<file path="config.mk">
export PLATFORM = sky130hd
export DESIGN_NAME = serial_word_receiver
export DESIGN_NICKNAME = d
export VERILOG_FILES = /design/src/rtl/serial_word_receiver.sv
export SDC_FILE = /design/constraint.sdc
export NUM_CORES = 1
export LEC_CHECK = 0
export ABC_CLOCK_PERIOD_IN_PS = 1350
export CORE_AREA = 2 2 61 63
export DETAILED_ROUTE_END_ITERATION = 8
export DIE_AREA = 0 0 63 65
export HOLD_SLACK_MARGIN = 0.12
export PLACE_DENSITY = 0.84
export SETUP_SLACK_MARGIN = 0.05
export SLEW_MARGIN = 15
export SYNTH_ARGS = -nofsm -noshare
export SYNTH_HDL_FRONTEND = slang
export SYNTH_SLANG_ARGS = --single-unit
export TNS_END_PERCENT = 1
</file>
<file path="constraint.sdc">
create_clock -name shiftClk -period 1.35 [get_ports shiftClk]
set_input_delay 0.2025 -clock shiftClk [delete_from_list [all_inputs] [get_ports shiftClk]]
set_output_delay 0.2025 -clock shiftClk [all_outputs]
set_load 0.02 [all_outputs]
</file>
<file path="src/rtl/serial_word_receiver.sv">
// Serial-in, parallel-out word capture with valid/ack handshake and sticky overrun flag.
// Define PARITY_RX_EN to append and check one even-parity bit per frame.
module serial_word_receiver #(
  parameter int bitLength = 16
) (
  input  logic                 shiftClk,
  input  logic                 reset,
  input  logic                 startCapture,
  input  logic                 serialIn,
  input  logic                 dataAck,
  output logic [bitLength-1:0] dataOut,
  output logic                 dataValid,
  output logic                 busy,
  output logic                 overrun,
  output logic                 parityError
);

  localparam int CW = $clog2(bitLength);

  typedef enum logic [1:0] {
    IDLE,
    CAPTURE
`ifdef PARITY_RX_EN
    , PARITY
`endif
  } state_t;

  state_t               state, state_nxt;
  logic [CW-1:0]        bit_count;
  logic [bitLength-1:0] buffer;
  logic [bitLength-1:0] word;
  logic                 commit;
  logic                 restart;
  logic                 last_bit;

  assign last_bit = (bit_count == CW'(bitLength - 1));
  assign busy     = (state != IDLE);

  // NOTE: every signal driven here gets a default first so no latch is inferred.
  always_comb begin
    state_nxt = state;
    commit    = 1'b0;
    restart   = 1'b0;
    word      = {serialIn, buffer[bitLength-1:1]};
    case (state)
      IDLE: begin
        if (startCapture) begin
          state_nxt = CAPTURE;
          restart   = 1'b1;
        end
      end
      CAPTURE: begin
        if (last_bit) begin
`ifdef PARITY_RX_EN
          state_nxt = PARITY;
`else
          state_nxt = IDLE;
          commit    = 1'b1;
`endif
        end
        // A start here restarts the frame; on the commit edge the word still commits.
        if (startCapture) begin
          state_nxt = CAPTURE;
          restart   = 1'b1;
        end
      end
`ifdef PARITY_RX_EN
      PARITY: begin
        word      = buffer;
        commit    = 1'b1;
        state_nxt = startCapture ? CAPTURE : IDLE;
        restart   = startCapture;
      end
`endif
      default: state_nxt = IDLE;
    endcase
  end

`ifdef PARITY_RX_EN
  logic parity_q;
  logic parity_calc;

  // In PARITY the current serial bit is the parity bit; even parity over word plus bit.
  assign parity_calc = (^word) ^ serialIn;
  assign parityError = parity_q;

  always_ff @(posedge shiftClk) begin
    if (reset) begin
      parity_q <= 1'b0;
    end else if (commit && !(dataValid && !dataAck)) begin
      parity_q <= parity_calc;
    end
  end
`else
  assign parityError = 1'b0;
`endif

  // NOTE: sequential state uses non-blocking assignments so all registers update together.
  always_ff @(posedge shiftClk) begin
    if (reset) begin
      state     <= IDLE;
      bit_count <= '0;
      buffer    <= '0;
      dataOut   <= '0;
      dataValid <= 1'b0;
      overrun   <= 1'b0;
    end else begin
      state <= state_nxt;

      if (restart) begin
        bit_count <= '0;
        buffer    <= '0;
      end else if (state == CAPTURE) begin
        bit_count <= bit_count + CW'(1);
        buffer    <= {serialIn, buffer[bitLength-1:1]};
      end

      if (commit) begin
        if (dataValid && !dataAck) begin
          overrun <= 1'b1;
        end else begin
          dataOut   <= word;
          dataValid <= 1'b1;
        end
      end else if (dataValid && dataAck) begin
        dataValid <= 1'b0;
      end
    end
  end

endmodule

</file>
==> flow_summary_export.csv <==
group,metric,value,unit
status,outcome,"finished, final reports clean",
synthesis,yosys.area_share.simple,21.3,%
synthesis,asr_flop_ratio_synth,0,%
grt,grt_pass1_vias,1083,
setup_path,setup.worst_path.end_class,"output port",
setup_path,worstSetupStartpoint,"state[0]",
power,power_per_cell_area,943,nW/um^2
placed_design,dpl_cell_area,1840,um^2
setup_path,critical_path_arrival,1.07,ns
power,max-vdd-ir-drop,0.345,mV
sta,achievable-frequency,786,MHz
setup_path,path_class,"reg2out",
placed_design,io_buffer_count,23,
hold_path,timing.hold.worst.start,"serialIn",
setup_path,crit_reg_reg_startpoint,"bit_count[0]",
synthesis,count_of_unique_library_cells_instantiated_by_yosys,21,
clock_network,htreeDepth,2,
clock_network,cts_root_buf,"clkbuf_4",
drt,route.detailed.drc,0,
final_layout,finish.cell_count_without_fillers,231,
synthesis,synth-xor-area-share,1.70,%
drt,num_vias,1073,
clock_network,cts.path.max_buffers,2,
sta,min_period_over_period,94.2,%
drt,avgViaCountPerCell,4.65,
synthesis,muxShareOfSynthArea,20.8,%
synthesis,synth.ff_latch_count,38,
synthesis,synthesis.area,1540,um^2
placed_design,dp_hpwl,1.98,mm
setup_path,critPathMaxFanout,5,
sta,max_slew_violation_total_from_the_final_report,0,
setup_path,critical_path.slowest_cell,"dfxtp_2",
setup_path,cp-start-kind,"flip-flop",
die,initial_utilization,44.1,%
setup_path,timing.critical_path.required,1.15,ns
power,power.total,1860,uW
drt,routed_wl,2.79,mm
drt,postRouteAntennaNets,0,
final_layout,antenna-diode-count,0,
clock_network,clk_latency,0.35,ns
die,rows,22,
final_layout,layout.nets,188,
sta,tns,0,ns
synthesis,synthesis.nets,154,
sta,timing_hold_violations_final,0,
die,num_io_pins,25,
synthesis,synthesis.yosys.warnings,0,
drt,wire_length_per_cell,12.1,um
final_layout,flow.area_growth_from_synthesis,27.9,%
grt,first_pass_grt_wire_length,4.83,mm
setup_path,crit_family,"flip-flops",
final_layout,fin_area,1970,um^2
synthesis,synthesis.instances,148,
synthesis,synth-compound-area-share,1.30,%
clock_network,total_clock_sinks,38,
clock_network,tritoncts.num_buffers,5,
die,die-area,4100,um^2
grt,gr-total-overflow,0,
sta,rsz_0062_raised_after_global_routing,"yes",
clock_network,clock_tree_from_tritoncts,"built",
synthesis,synth_sequential_area_ratio,49.4,%
grt,antenna_found_initial,0,
synthesis,postSynthAreaPerCell,10.4,um^2
setup_path,worstPathCellList,"clkdlybuf4s15_1",
synthesis,yosys.area_share.adder,0.812,%
sta,finalSetupViolCount,0,
grt,grt_util_all_layers,15.3,%
synthesis,synth_top_family_by_area,"simple AND/OR/NAND/NOR gates",
power,power_leakage,0.000797,uW
placed_design,place_congestion,0.729,
sta,clock-skew-final,0.0142,ns
setup_path,critical_path_buf_inv_count,1,
placed_design,place_inst,219,
sta,period_needed,1.27,ns
drt,initialDrtViolationCount,36,
die,total_core_area,3500,um^2
run,maxCapViolCount,0,
final_layout,fraction_of_layout_cells_with_a_size_suffix_above_1,15.8,%
synthesis,number_of_flops_mapped_to_enable_cells_by_yosys,0,
clock_network,cts.reportedPaths.clkPinSlew,0.11,ns
grt,grt_max_degree,25,
die,die_height,65,um
setup_path,critical_path.max_stage_delay,0.41,ns
synthesis,dominantRegCellSynth,"dfxtp_1",
die,die_x,63,um
hold_path,worst_hold_path_type,"in2reg",
drt,drt_pass1_iterations,3,
final_layout,final_core_utilization,56.4,%
synthesized netlist by cell type, types with 2 or more instances:
cell type | number | area share, %
mux2i_1 | 32 | 21
nor2_1 | 21 | 5.1
buf_2 | 4 | 1.3
dfxtp_1 | 38 | 49
a21oi_1 | 2 | 0.65
xor2_1 | 2 | 1.1
clkbuf_1 | 3 | 0.73
nand2b_1 | 33 | 13
path summary, 6_finish.rpt:
check	endpoint	slack (ns)	depth (start not counted)
min	dataOut[15]	0.46	3
max	busy	0.08	1
min reg2reg	dataOut[0]	0.48	2
max reg2reg	dataOut[2]	0.08	5
metal layers:
layer / vias to the layer above / global-route usage [%] / share of wire (%)
li1: 543 / - / -
met1: 507 / 17.4 / 43
met2: 18 / 25.4 / 51
met3: 5 / 3.65 / 3.3
met4: 0 / 10.8 / 2.6
met5: - / 0 / 0
cell type report:
type                            count  area (um^2)
Fill cell                         323         1520
Sequential cell                    38          769
Multi-Input combinational cell    100          741
Timing Repair Buffer               37          342
Tap cell                           48         60.1
Clock buffer                        7         55.1
Clock inverter                      1         5.00
metrics by stage:
step,setup slack (ns),hold WS [ns]
after global placement,-0.0110,0.459
after floorplan,0.0533,0.320
after CTS,-0.00295,0.463
after detailed placement,-0.0969,0.468
after global routing,-0.0112,0.495
final,0.0778,0.463
layout by cell type (no fill, tap or decap), drive strengths merged:
cell / instances
a21oi: 2
buf: 13
clkbuf: 8
clkdlybuf4s15: 1
clkdlybuf4s50: 4
clkinv: 1
conb: 1
dfxtp: 38
dlygate4sd2: 18
ha: 1
mux2i: 32
nand2: 1
nand2b: 33
nand3: 1
nand4: 2
nor2: 21
nor2b: 1
o21ba: 1
or2: 1
xnor2: 1
xor2: 2
cells by family after synthesis:
family,after synthesis
other,1
AO/OA/AOI/OAI,3
AND/OR/NAND/NOR,60
buffers and inverters,10
XOR/XNOR,3
multiplexers,32
adder cells (fa/ha/maj),1
flip-flops,38
power by group:
part / total [uW] / switching (uW) / internal, uW
Combinational: 115 / 51.6 / 63.6
Sequential: 1130 / 6.88 / 1120
Clock: 613 / 361 / 252
flip-flops by register name, summed over array words and instances, names as in the netlist:
signal,cells
bit_count,4
buffer,15
dataOut,16
dataValid,1
overrun,1
state,1
worst min-delay path, cell delays in order:
cell and delay (ns):
clkdlybuf4s50_1 0.43, nand2b_1 0.08, mux2i_1 0.06
timing repair:
item                       4_1_cts  5_1_grt
setup endpoints to repair       35       18
pin swaps                        0        2
gates resized for setup         26        5
cloned                           0        1
hold buffers                     0        0
setup buffers                    0        3
Note: power is estimated with default switching activity, not from simulation.
